File: config.mk
export PLATFORM = sky130hd
export DESIGN_NAME = afpm_operand_tx
export DESIGN_NICKNAME = d
export VERILOG_FILES = /design/src/rtl/afpm_operand_tx.sv
export SDC_FILE = /design/constraint.sdc
export NUM_CORES = 1
export LEC_CHECK = 0
export CAP_MARGIN = 20
export CORE_ASPECT_RATIO = 1.25
export CORE_MARGIN = 2
export CORE_UTILIZATION = 40
export CTS_CLUSTER_SIZE = 14
export DETAILED_ROUTE_END_ITERATION = 10
export GPL_TIMING_DRIVEN = 1
export PLACE_DENSITY = 0.63
export SYNTH_ARGS = -nofsm -noshare
export SYNTH_HDL_FRONTEND = slang
export SYNTH_SLANG_ARGS = --single-unit
File: constraint.sdc
create_clock -name clk -period 3.5 [get_ports clk]
set_clock_uncertainty 0.15 [all_clocks]
set_input_delay 0.525 -clock clk [delete_from_list [all_inputs] [get_ports clk]]
set_output_delay 0.525 -clock clk [all_outputs]
set_load 0.02 [all_outputs]
File: src/rtl/afpm_operand_tx.sv
// Byte-serial operand transmitter for the logarithmic FP16 multiplier.
// Buffers (A, B) pairs in a small FIFO and sends each as a low-byte then high-byte frame.
module afpm_operand_tx #(
   parameter int unsigned HOLD_CYCLES = 3,
   parameter int unsigned GAP_CYCLES  = 6,
   parameter int unsigned DEPTH       = 2
) (
   input  logic                   clk,
   input  logic                   rst_n,
   input  logic                   in_valid,
   output logic                   in_ready,
   input  logic [15:0]            in_a,
   input  logic [15:0]            in_b,
   output logic [7:0]             lane_a,
   output logic [7:0]             lane_b,
   output logic                   lane_phase,
   output logic                   lane_active,
   output logic                   frame_start,
   output logic                   frame_done,
   output logic [$clog2(DEPTH):0] level
);

   localparam int unsigned PtrW   = $clog2(DEPTH);
   localparam int unsigned LvlW   = PtrW + 1;
   localparam int unsigned CntMax = (HOLD_CYCLES > GAP_CYCLES) ? HOLD_CYCLES : GAP_CYCLES;
   localparam int unsigned CntW   = (CntMax > 1) ? $clog2(CntMax) : 1;

   localparam logic [CntW-1:0] HoldLoad = CntW'(HOLD_CYCLES - 1);
   localparam logic [CntW-1:0] GapLoad  = CntW'((GAP_CYCLES > 0) ? GAP_CYCLES - 1 : 0);
   localparam logic [LvlW-1:0] Full     = LvlW'(DEPTH);

   typedef enum logic [1:0] {StIdle, StLow, StHigh, StGap} state_e;

   state_e          state;
   logic [CntW-1:0] cnt;
   logic [31:0]     frame;
   logic [31:0]     mem [DEPTH];
   logic [PtrW-1:0] wr_ptr;
   logic [PtrW-1:0] rd_ptr;
   logic [31:0]     head;
   logic            push;
   logic            load;

   assign in_ready = (level != Full);
   assign push     = in_valid && in_ready;
   assign head     = mem[rd_ptr];

   // A pop happens exactly when the FSM starts a new frame.
   always_comb begin
      load = 1'b0;
      if (level != '0) begin
         unique case (state)
            StIdle:  load = 1'b1;
            StHigh:  load = (cnt == '0) && (GAP_CYCLES == 0);
            StGap:   load = (cnt == '0);
            default: load = 1'b0;
         endcase
      end
   end

   always_ff @(posedge clk) begin
      if (push) begin
         mem[wr_ptr] <= {in_a, in_b};
      end
   end

   always_ff @(posedge clk or negedge rst_n) begin
      if (!rst_n) begin
         wr_ptr <= '0;
         rd_ptr <= '0;
         level  <= '0;
      end else begin
         if (push) begin
            wr_ptr <= wr_ptr + PtrW'(1);
         end
         if (load) begin
            rd_ptr <= rd_ptr + PtrW'(1);
         end
         if (push && !load) begin
            level <= level + LvlW'(1);
         end else if (load && !push) begin
            level <= level - LvlW'(1);
         end
      end
   end

   always_ff @(posedge clk or negedge rst_n) begin
      if (!rst_n) begin
         state       <= StIdle;
         cnt         <= '0;
         frame       <= '0;
         lane_a      <= '0;
         lane_b      <= '0;
         lane_phase  <= 1'b0;
         lane_active <= 1'b0;
         frame_start <= 1'b0;
         frame_done  <= 1'b0;
      end else begin
         frame_start <= 1'b0;
         frame_done  <= 1'b0;
         if (load) begin
            // Lanes are driven from the popped word now and from the frame register later.
            state       <= StLow;
            cnt         <= HoldLoad;
            frame       <= head;
            lane_a      <= head[23:16];
            lane_b      <= head[7:0];
            lane_phase  <= 1'b0;
            lane_active <= 1'b1;
            frame_start <= 1'b1;
         end else begin
            unique case (state)
               StIdle: begin
                  cnt <= '0;
               end
               StLow: begin
                  if (cnt == '0) begin
                     state      <= StHigh;
                     cnt        <= HoldLoad;
                     lane_a     <= frame[31:24];
                     lane_b     <= frame[15:8];
                     lane_phase <= 1'b1;
                     frame_done <= (HOLD_CYCLES == 1);
                  end else begin
                     cnt <= cnt - CntW'(1);
                  end
               end
               StHigh: begin
                  if (cnt == '0) begin
                     lane_a      <= '0;
                     lane_b      <= '0;
                     lane_phase  <= 1'b0;
                     lane_active <= 1'b0;
                     if (GAP_CYCLES > 0) begin
                        state <= StGap;
                        cnt   <= GapLoad;
                     end else begin
                        state <= StIdle;
                     end
                  end else begin
                     cnt        <= cnt - CntW'(1);
                     frame_done <= (cnt == CntW'(1));
                  end
               end
               StGap: begin
                  if (cnt == '0) begin
                     state <= StIdle;
                  end else begin
                     cnt <= cnt - CntW'(1);
                  end
               end
               default: state <= StIdle;
            endcase
         end
      end
   end

endmodule

## Word level (Yosys, flattened, before mapping)

Memory sizes are Yosys's and may differ from the RTL's.
Index checks and enable logic that the tools add are counted.

| word-level totals | value |
|---|---|
| register bits after elaboration | 61 |
| memory bits (writable) | 64 |
| input bits | 35 |
| output and inout port bits | 23 |
| logic and storage cells | 76 |
| memories kept | 1 |

Memory list:

| memory | words | width | rd ports | clocked after Yosys merged registers in | write ports | line | source |
|---|---|---|---|---|---|---|---|
| mem | 2 | 32 | 1 | 0 | 1 | 37 | `logic [31:0] mem [DEPTH];` |

| cells by class | value |
|---|---|
| add/sub/neg operators | 5 |
| eq/ne operators | 9 |
| multiplexer cells | 33 |
| reduce and logical (&&, ||, !) cells | 16 |

Operators with widths:

| cell | number |
|---|---|
| 8-bit two-way mux | 5 |
| 8-bit one-hot mux with 2 select lines | 2 |
| 1-bit two-way mux | 12 |
| 2-bit two-way mux | 6 |
| 3-bit two-way mux | 4 |
| 3-bit != test (second input constant) | 4 |
| 3-bit one-hot mux with 4 select lines | 1 |
| 2-bit nonzero test | 4 |
| 2-bit one-hot mux with 3 select lines | 1 |
| 2-bit equality test (second input constant) | 2 |
| 1-bit one-hot mux with 2 select lines | 2 |
| 4-bit AND reduction | 1 |
| 4-bit nonzero test | 1 |
| 3-bit by 1-bit equality test with 1-bit output (second input constant) | 1 |
| 1-bit logical AND | 3 |
| 3-bit logical NOT | 1 |
| 3-bit AND reduction | 1 |
| 3-bit nonzero test | 1 |
| 3-bit by 1-bit subtractor with 3-bit output (second input constant) | 1 |
| 1-bit adder (second input constant) | 2 |
| 2-bit by 1-bit adder with 2-bit output (second input constant) | 1 |
| 2-bit by 1-bit equality test with 1-bit output (second input constant) | 1 |
| 1-bit logical NOT | 2 |
| 2-bit logical NOT | 1 |
| other kinds (3) | 3 |

## Depth between registers and ports, before layout

Gate-level depths: netlist (run 1).

| depth | value |
|---|---|
| depth in word-level cells | 6 |
| gate-level depth with buffers | 10 |
| depth with buffers taken out | 9 |

## Least setup slack after synthesis (run 1)

No wires, ideal clock.

| timing path | value |
|---|---|
| path type | flip-flop to flip-flop |
| from | reg level[0] |
| to | mem mem[0][0], enable pin |
| library setup time | 0.421 ns |
| data arrival time | 2.312 ns |
| data required time | 2.929 ns |
| slack | 0.617 ns |
| cell stages (with the launch flop) | 4 |
| buffers on the path | 0 |
| clock period less this slack | 2.883 ns |
| cell sequence | dfrtp_1 nand2b_1 nand2_1 nor2_1 |

| on the way | value |
|---|---|
| longest elaborated chain between the ends | 4 |

RTL lines:

| element | line | source |
|---|---|---|
| from (decl) | 20 | `output logic [$clog2(DEPTH):0] level` |
| from (signal assigned) | 80 | `level <= level + LvlW'(1);` |
| from (signal assigned) | 82 | `level <= level - LvlW'(1);` |
| 2-bit != test | 44 | `assign in_ready = (level != Full);` |
| net in_ready | 11 | `output logic in_ready,` |
| 1-bit logical AND | 45 | `assign push = in_valid && in_ready;` |
| 1-bit two-way mux | 62 | `if (push) begin` |
| 1-bit two-way mux (implied by the code) | 63 | `mem[wr_ptr] <= {in_a, in_b};` |
| to (decl) | 37 |  |

The timed path passes the listed nets, and every way through them passes these cells.

## Worst setup path in the final report (run 1)

| timing path | value |
|---|---|
| from | reg cnt[0] |
| to | reg lane_a[0] |

| on the way | value |
|---|---|
| longest elaborated chain between the ends | 5 |
| elaborated cells on any way between the ends | 8 |
| those cells by class | 2 x eq/ne; 3 x mux; 3 x reduce/logical |

RTL lines:

| element | line | source |
|---|---|---|
| from (decl) | 35 | `logic [CntW-1:0] cnt;` |
| from (signal assigned) | 104 | `cnt <= HoldLoad;` |
| from (signal assigned) | 119 | `cnt <= HoldLoad;` |
| from (signal assigned) | 125 | `cnt <= cnt - CntW'(1);` |
| 3-bit logical NOT * | 55, 117, 129 |  |
| 1-bit one-hot mux with 2 select lines | 52 | `unique case (state)` |
| 1-bit two-way mux | 51 | `if (level != '0) begin` |
| 3-bit != test (no source line) or 3-bit nonzero test (tied branches) | -- |  |
| 3-bit AND reduction (no source line) | -- |  |
| to (signal assigned) | 106 | `lane_a <= head[23:16];` |
| to (signal assigned) | 120 | `lane_a <= frame[31:24];` |
| to (decl) | 14 | `output logic [7:0] lane_a,` |

Mark *: on every way between the ends. The rest lies on a longest branch, timed or not.
A chain may end at the register's enable or synchronous reset.

==> results.yml, run 1 <==
timing:
  layout_min_cycle_time_ns: 2.996
  grt_setup_unrepaired: "no"
  max_freq_mhz: 333.7
  fin_tns_setup_ns: 0
  maxSlewHeadroom: 0.5065
  finalHoldViolCount: 0
  worst_slew_pin_slew_ns: 0.7403
  fin_crit_sh: 0.8561
  setup_viol: 0
  slew_viol_final: 0
floorplanning:
  fp-row-count: 43
  core-area_um2: 11140
  num_io_pins: 58
  dieArea_um2: 12310
  initial_core_util: 0.4106
  die_w_um: 99.64
  die_y_um: 123.5
critical_path:
  cp_cell_sequence: "inv_1 > ha_1 > ha_1 > a21oi_4 > or2_4 > inv_2 > o32ai_4 > buf_4 > mux2_2"
  cp-end-kind: "register"
  worstPathMaxFanout: 22
  path_class: "reg2reg"
  critPathSlowestCell: "a21oi_4"
  reg2reg_slack_ns: 0.50
  cpMostUsedCell: "ha_1"
  cp_slowest_stage_delay_ns: 0.41
  critPathArrivalTime_ns: 3.08
  start_kind: "register"
  cp.required_ns: 3.59
outcome:
  outcome: "finished clean"
global_route:
  antenna_found_initial: 0
  grt_overflow: 0
  grt_max_degree: 46
  grt_usage: 0.1433
  grt_pass1_wl_um: 13190
  grt_pass1_vias: 2559
power:
  clkPwrFrac: 0.178
  switching_share: 0.3567
  power_frac_seq: 0.377
  switching_power_w: 0.002003
  intPower_w: 0.003612
  p_comb_frac: 0.445
  cellPowerDensity_nw_per_um2: 1002
  peakVddDrop_uv: 402.2
  leakagePower_nw: 2.204
cts:
  clk_pin_slew_ns: 0.07
  cts_resized: 0
  clkLatencyLatePin_ns: 0.35
  numCtsBuffers: 9
  cts.hold.buffers_added: 0
  cts_setup_buffers: 0
  tritoncts: "yes"
  root_buffer: "clkbuf_16"
  cts_buffer_depth: 2
  h-tree-depth: 3
  cts_sinks: 109
final_layout:
  mostFrequentLayoutCell: "edfxtp_1"
  area_growth_syn_to_layout_pct: 22.57
  layout_common_cells: "edfxtp_1, clkdlybuf4s50_1, dfrtp_1"
  fin_util: 0.5033
  antenna_cells: 0
  layout-drive-gt1-share: 0.1183
  layout.nets: 430
route:
  ant_nets: 0
  via_per_inst: 4.971
  dr_total_vias: 2605
  drc: 0
  dr.pass1.iters: 4
  wire_per_inst_um: 15.69
  drt_iter0_markers: 131
  routed_wl_um: 8220
synthesis:
  synth_warnings: 0
  netlist_top_cells_area: "edfxtp_1, dfrtp_1, mux2i_1"
  synth_area_um2: 4573
  ys_types: 36
  yosysSeqAreaShare: 0.6665
  syn_nets: 369
  postSynthCellCount: 323
  yosysTopAreaCell: "edfxtp_1"
  synth_top_cell_area_share: 0.4202
  ys_ff_latch: 109
  avgSynthCellArea_um2: 14.16
place:
  portBuffers: 57
  hpwl_um: 5527
  gp_congestion: 0.7284
worst_hold_path:
  hold_path.class: "reg2reg"
job:
  max-cap-violations: 0
[cell families (layout without fill, tap and decap cells)]
family	Yosys count	in the layout	share of synthesized area
compound gates	63	63	0.08017
xor+xnor	5	5	0.009578
fa+ha+maj	11	11	0.03010
buf+inv	28	94	0.02900
flops	109	109	0.6665
mux	49	49	0.1190
simple gates	58	58	0.06567
[final cells by class]
class	instances	area, um2
Clock buffer	11	232.7
Clock inverter	5	58.81
Fill cell	962	5532
Inverter	10	37.54
Multi-Input combinational cell	186	1395
Sequential cell	109	3049
Tap cell	135	168.9
Timing Repair Buffer	68	663.1
[worst paths after layout]
check                            start          end  cells past startpoint
setup / recovery                cnt[0]    lane_a[0]                      9
setup reg to reg                cnt[0]    lane_a[0]                      9
min in group asynchronous        rst_n    lane_b[5]                      2
max in group asynchronous        rst_n    frame[31]                      3
hold reg to reg            lane_active  lane_active                      2
hold / removal             lane_active  lane_active                      2
[state kept, by name, summed over array words and instances (netlist names), 2 cells and up]
signal,flops
cnt,3
lane_b,8
state,2
mem,64
level,2
lane_a,8
frame,16
[per-layer routing]
metal | vias up | wire length [um] | global-route usage
li1 | 1292 | - | -
met1 | 1261 | 3703 | 0.1851
met2 | 39 | 4080 | 0.2285
met3 | 13 | 246 | 0.02996
met4 | 0 | 190 | 0.07534
met5 | - | 0 | 0
[critical path: cells and delay by family, from the launching register on]
kind	cells	cell delay (ns)
AO/OA/AOI/OAI	2	0.67
adder cells (fa/ha/maj)	2	0.45
multiplexers	1	0.35
AND/OR/NAND/NOR	1	0.36
flip-flops	1	0.40
buffers and inverters	3	0.49
[synth_stat cells]
master	number
a21oi_1	18
a21oi_4	1
a31oi_1	1
and3_1	2
buf_1	1
buf_2	7
buf_6	1
buf_8	1
clkbuf_1	8
dfrtp_1	45
edfxtp_1	64
ha_1	11
inv_1	9
inv_2	1
mux2_2	7
mux2_4	9
mux2i_1	33
nand2_1	7
nand2b_1	1
nand3b_1	1
nand4_1	2
nand4b_1	1
nor2_1	21
nor2b_1	17
nor3_1	2
nor3b_1	2
o21ai_0	37
o21bai_1	2
o22a_1	1
o311ai_0	1
o32ai_4	1
o41ai_1	1
or2_4	1
or4_1	1
xnor2_1	3
xor2_1	2
[power groups by stage]
stage          Sequential [W]  Clock, W  Combinational (W)
2_1_floorplan         0.00217         0            0.00175
3_3_place_gp          0.00214         0            0.00247
3_5_place_dp          0.00215         0            0.00253
4_1_cts               0.00213   0.00102            0.00253
5_1_grt               0.00217   0.00107            0.00276
6_report              0.00212  0.000997            0.00250
[metrics by stage]
step / cell area [um2] / total power [W] / cells / setup WS [ns] / hold WS (ns)
6_report: 5605 / 0.005615 / 524 / 0.5036 / 0.3502
5_1_grt: 5605 / 0.006000 / 524 / 0.3200 / 0.3714
4_1_cts: 5575 / 0.005683 / 522 / 0.4921 / 0.2237
3_5_place_dp: 5284 / 0.004683 / 506 / 0.4865 / 0.3458
3_3_place_gp: 5284 / 0.004609 / 506 / 0.6223 / 0.3426
2_1_floorplan: 4573 / 0.003921 / 323 / 0.6174 / 0.07941
Note: power is estimated with default switching activity, not from simulation.
==> inputs of run 2 (changes only) <==
- CORE_MARGIN: 2 -> 10
==> results.yml, run 2 (same netlist as run 1, synthesis figures left out) <==
timing:
  finalHoldViolCount: 19
  hold_ws_ns: -0.01802
  fin_tns_setup_ns: 0
  worst_slew_pin_slew_ns: 0.7550
  max_freq_mhz: 321.0
  setup_viol: 0
  slew_viol_final: 0
  grt_setup_unrepaired: "no"
  fin_crit_sh: 0.8901
  maxSlewHeadroom: 0.4967
  layout_min_cycle_time_ns: 3.116
global_route:
  grt_max_degree: 46
  met3_usage: 0.02409
  grt_pass1_wl_um: 14590
  grt_pass1_vias: 2831
  antenna_found_initial: 0
  grt_overflow: 0
  use_met1: 0.1441
  grt_use_met2: 0.1877
  busiest_layer: "met2"
  grt_usage: 0.1154
final_layout:
  area_growth_syn_to_layout_pct: 22.13
  layout-drive-gt1-share: 0.1166
  mostFrequentLayoutCell: "edfxtp_1"
  layout.nets: 427
  largest_reg_flops: 64
  fin_util: 0.5015
  layout_common_cells: "edfxtp_1, clkdlybuf4s50_1, dfrtp_1"
  top_register: "mem"
  antenna_cells: 0
  largest_registers: "mem x64, frame x16"
  nFillCells: 974
cts:
  cts.hold.buffers_added: 0
  tritoncts: "yes"
  cts_resized: 0
  cts_setup_buffers: 0
  cts_buffer_depth: 2
  clkLatencyLatePin_ns: 0.34
  numCtsBuffers: 9
  cts_sinks: 109
  h-tree-depth: 3
  root_buffer: "clkbuf_16"
  clk_pin_slew_ns: 0.07
critical_path:
  cpMostUsedCell: "ha_1"
  startpoint: "cnt[0]"
  critPathArrivalTime_ns: 3.19
  cp-end-kind: "register"
  critPathSlowestCell: "a21oi_4"
  r2r-end: "lane_b[6]"
  worstPathMaxFanout: 22
  path_class: "reg2reg"
  cp.required_ns: 3.58
  r2r_cells: 9
  start_kind: "register"
  cp_slowest_stage_delay_ns: 0.43
  cp_cell_sequence: "inv_1 > ha_1 > ha_1 > a21oi_4 > or2_4 > inv_2 > o32ai_4 > buf_4 > mux2_2"
  reg2reg_slack_ns: 0.38
  timing.rr.start: "cnt[0]"
route:
  routed_wl_um: 8946
  via_per_inst: 5.077
  drt_iter0_markers: 136
  dr_total_vias: 2645
  drc: 0
  ant_nets: 0
  dr.pass1.iters: 4
  wire_per_inst_um: 17.17
outcome:
  outcome: "finished, violations left"
  violations: "negative hold slack"
worst_hold_path:
  hold_path.class: "in2async"
job:
  max-cap-violations: 0
place:
  portBuffers: 57
  hpwl_um: 6075
  gp_congestion: 0.8078
floorplanning:
  core-area_um2: 11140
  num_io_pins: 58
  die_w_um: 115.6
  dieArea_um2: 16140
  initial_core_util: 0.4106
  die_y_um: 139.5
  fp-row-count: 43
power:
  peakVddDrop_uv: 324.3
  leakagePower_nw: 2.190
  cellPowerDensity_nw_per_um2: 1006
==> run 2: final cells by class <==
class / instances / area (um2) / area share
Clock inverter: 6 / 62.56 / 0.01120
Sequential cell: 109 / 3049 / 0.5459
Timing Repair Buffer: 65 / 638.1 / 0.1142
Clock buffer: 10 / 229.0 / 0.04099
Inverter: 10 / 37.54 / 0.006720
Tap cell: 135 / 168.9 / 0.03024
Multi-Input combinational cell: 186 / 1400 / 0.2507
==> run 2: where the power goes <==
group          internal (W)  switching [W]  leakage, nW
clock              0.000554       0.000441        0.137
sequential          0.00184       0.000281         1.12
combinational       0.00118        0.00131        0.934
total               0.00358        0.00204         2.19
==> run 2: critical path, delay by kind of cell, from the launching register on <==
kind / cells / cell delay, ns
flip-flops: 1 / 0.40
buffers and inverters: 3 / 0.50
AND/OR/NAND/NOR: 1 / 0.34
AO/OA/AOI/OAI: 2 / 0.64
multiplexers: 1 / 0.37
adder cells (fa/ha/maj): 2 / 0.57
==> run 2: per-stage QoR <==
step	cell area (um2)	hold slack [ns]	worst slack [ns]	power [W]	std cells
finish	5585	-0.01802	0.3845	0.005617	521
global route	5585	0.01417	0.1648	0.006016	521
CTS	5565	0.2364	0.3909	0.005692	520
detailed placement	5274	0.3518	0.4022	0.004682	504
global placement	5274	0.3438	0.5642	0.004602	504
floorplan	4573	0.07941	0.6174	0.003921	323
==> run 2: worst max path at each step <==
| stage | end | slack [ns] | cells past startpoint |
|---|---|---|---|
| 6_report | lane_b[6] | 0.38 | 9 |
| 5_1_grt | lane_b[6] | 0.16 | 9 |
| 4_1_cts | lane_b[6] | 0.39 | 9 |
| 3_5_place_dp | lane_b[5] | 0.40 | 9 |
| 3_3_place_gp | lane_b[1] | 0.56 | 9 |
| 2_1_floorplan | mem[0][0] | 0.62 | 3 |
==> run 2: metal layers <==
layer  routed length, um  part of all wire  vias up
met5                   0                 0        -
met1                3973              0.44     1307
li1                    -                 -     1281
met3                 295             0.033       14
met4                 192             0.021        0
met2                4484              0.50       43
==> inputs of run 3 (changes only) <==
- PLACE_DENSITY: 0.63 -> 0.65
- clock period: 3.5 -> 2.7 ns (I/O delays scaled with it)
==> results.yml, run 3 (same netlist as run 1, synthesis figures left out) <==
power:
  cellPowerDensity_nw_per_um2: 1307
  leakagePower_nw: 2.231
  power_frac_seq: 0.371
  clkPwrFrac: 0.178
  switching_power_w: 0.002605
  p_total_w: 0.007371
  intPower_w: 0.004766
  switching_share: 0.3535
  peakVddDrop_uv: 448.9
  p_comb_frac: 0.451
cts:
  cts_setup_buffers: 0
  root_buffer: "clkbuf_16"
  numCtsBuffers: 9
  clk_pin_slew_ns: 0.07
  h-tree-depth: 3
  clkLatencyLatePin_ns: 0.35
  cts_buffer_depth: 2
  cts_sinks: 109
  tritoncts: "yes"
  cts_resized: 0
  cts.hold.buffers_added: 1
timing:
  worst_slew_pin_slew_ns: 0.6011
  grt_setup_unrepaired: "no"
  fin_tns_setup_ns: 0
  slew_viol_final: 0
  layout_min_cycle_time_ns: 2.452
  maxSlewHeadroom: 0.5993
  max_freq_mhz: 407.9
  fin_ws_ns: 0.2485
  fin_crit_sh: 0.9080
  setup_viol: 0
  finalHoldViolCount: 0
final_layout:
  nFillCells: 959
  mostFrequentLayoutCell: "edfxtp_1"
  layout-drive-gt1-share: 0.1298
  layout.nets: 434
  top_register: "mem"
  largest_registers: "mem x64, frame x16"
  layout_common_cells: "edfxtp_1, clkdlybuf4s50_1, dfrtp_1"
  largest_reg_flops: 64
  area_growth_syn_to_layout_pct: 23.34
  antenna_cells: 0
  fin_util: 0.5065
  stdcell_area_um2: 5640
floorplanning:
  dieArea_um2: 16140
  die_w_um: 115.6
  die_y_um: 139.5
  initial_core_util: 0.4106
  num_io_pins: 58
  core-area_um2: 11140
  fp-row-count: 43
route:
  dr_total_vias: 2627
  drt_iter0_markers: 81
  routed_wl_um: 8737
  via_per_inst: 4.975
  ant_nets: 0
  dr.pass1.iters: 4
  wire_per_inst_um: 16.55
  drc: 0
global_route:
  grt_max_degree: 33
  grt_pass1_wl_um: 14540
  grt_pass1_vias: 2836
  grt_overflow: 0
  grt_usage: 0.1141
  antenna_found_initial: 0
critical_path:
  cp-end-kind: "register"
  path_class: "reg2reg"
  critPathArrivalTime_ns: 2.53
  start_kind: "register"
  worstPathMaxFanout: 21
  cp.required_ns: 2.78
place:
  portBuffers: 57
  gp_congestion: 0.7439
  hpwl_um: 6245
  placed_area_um2: 5326
  post-place-ws_ns: 0.2728
job:
  max-cap-violations: 0
outcome:
  outcome: "finished clean"
worst_hold_path:
  hold_path.class: "in2async"
run 3: cell count changes in the layout (fill, tap and decap cells not counted), sizes merged:
cell,previous run,this run
buf,9,15
clkbuf,10,13
clkinvlp,2,0
dlygate4sd3,0,1
inv,11,10
run 3: layout make-up:
type | instances | area (um2) | share of cell area
clock inverter | 3 | 43.79 | 0.007764
timing repair buffer | 72 | 680.7 | 0.1207
tap | 135 | 168.9 | 0.02995
clock buffer | 13 | 260.3 | 0.04614
multi-input combinational | 186 | 1400 | 0.2482
sequential | 109 | 3049 | 0.5406
inverter | 10 | 37.54 | 0.006655
run 3: worst paths after layout:
check | endpoint | start | cells past startpoint | slack, ns
max reg2reg | lane_a[1] | state[0] | 8 | 0.25
max | lane_a[1] | state[0] | 8 | 0.25
max in group asynchronous | frame[8] | rst_n | 3 | 1.50
min reg2reg | lane_active | lane_active | 2 | 0.35
min | lane_b[3] | rst_n | 2 | 0.35
min in group clk | lane_active | lane_active | 2 | 0.35
run 3: worst max-delay path, stage by stage, from the launching register on:
cell and delay [ns]:
dfrtp_1 0.45, inv_1 0.10, ha_1 0.29, o21bai_1 0.17, buf_4 0.21, nor3b_1 0.32
o32ai_4 0.13, buf_4 0.21, mux2_4 0.30
run 3: power groups by stage:
stage | registers [W] | clock network [W] | logic, W
2_1_floorplan | 0.00281 | 0 | 0.00227
3_3_place_gp | 0.00276 | 0 | 0.00329
3_5_place_dp | 0.00278 | 0 | 0.00335
4_1_cts | 0.00275 | 0.00135 | 0.00338
5_1_grt | 0.00281 | 0.00140 | 0.00368
6_report | 0.00273 | 0.00131 | 0.00332
run 3: per-layer routing:
| layer | share of wire | routed length [um] | global-route usage |
|---|---|---|---|
| met1 | 0.44 | 3834 | 0.1366 |
| met3 | 0.043 | 375 | 0.02624 |
| met2 | 0.50 | 4329 | 0.1844 |
| met5 | 0 | 0 | 0 |
| met4 | 0.023 | 198 | 0.06271 |
run 3: through the flow:
stage                     std cells  hold slack (ns)
after floorplan                 323         -0.04059
after CTS                       528           0.3512
final                           528           0.3476
after global placement          511           0.1726
after detailed placement        511           0.1754
after global routing            528           0.3780
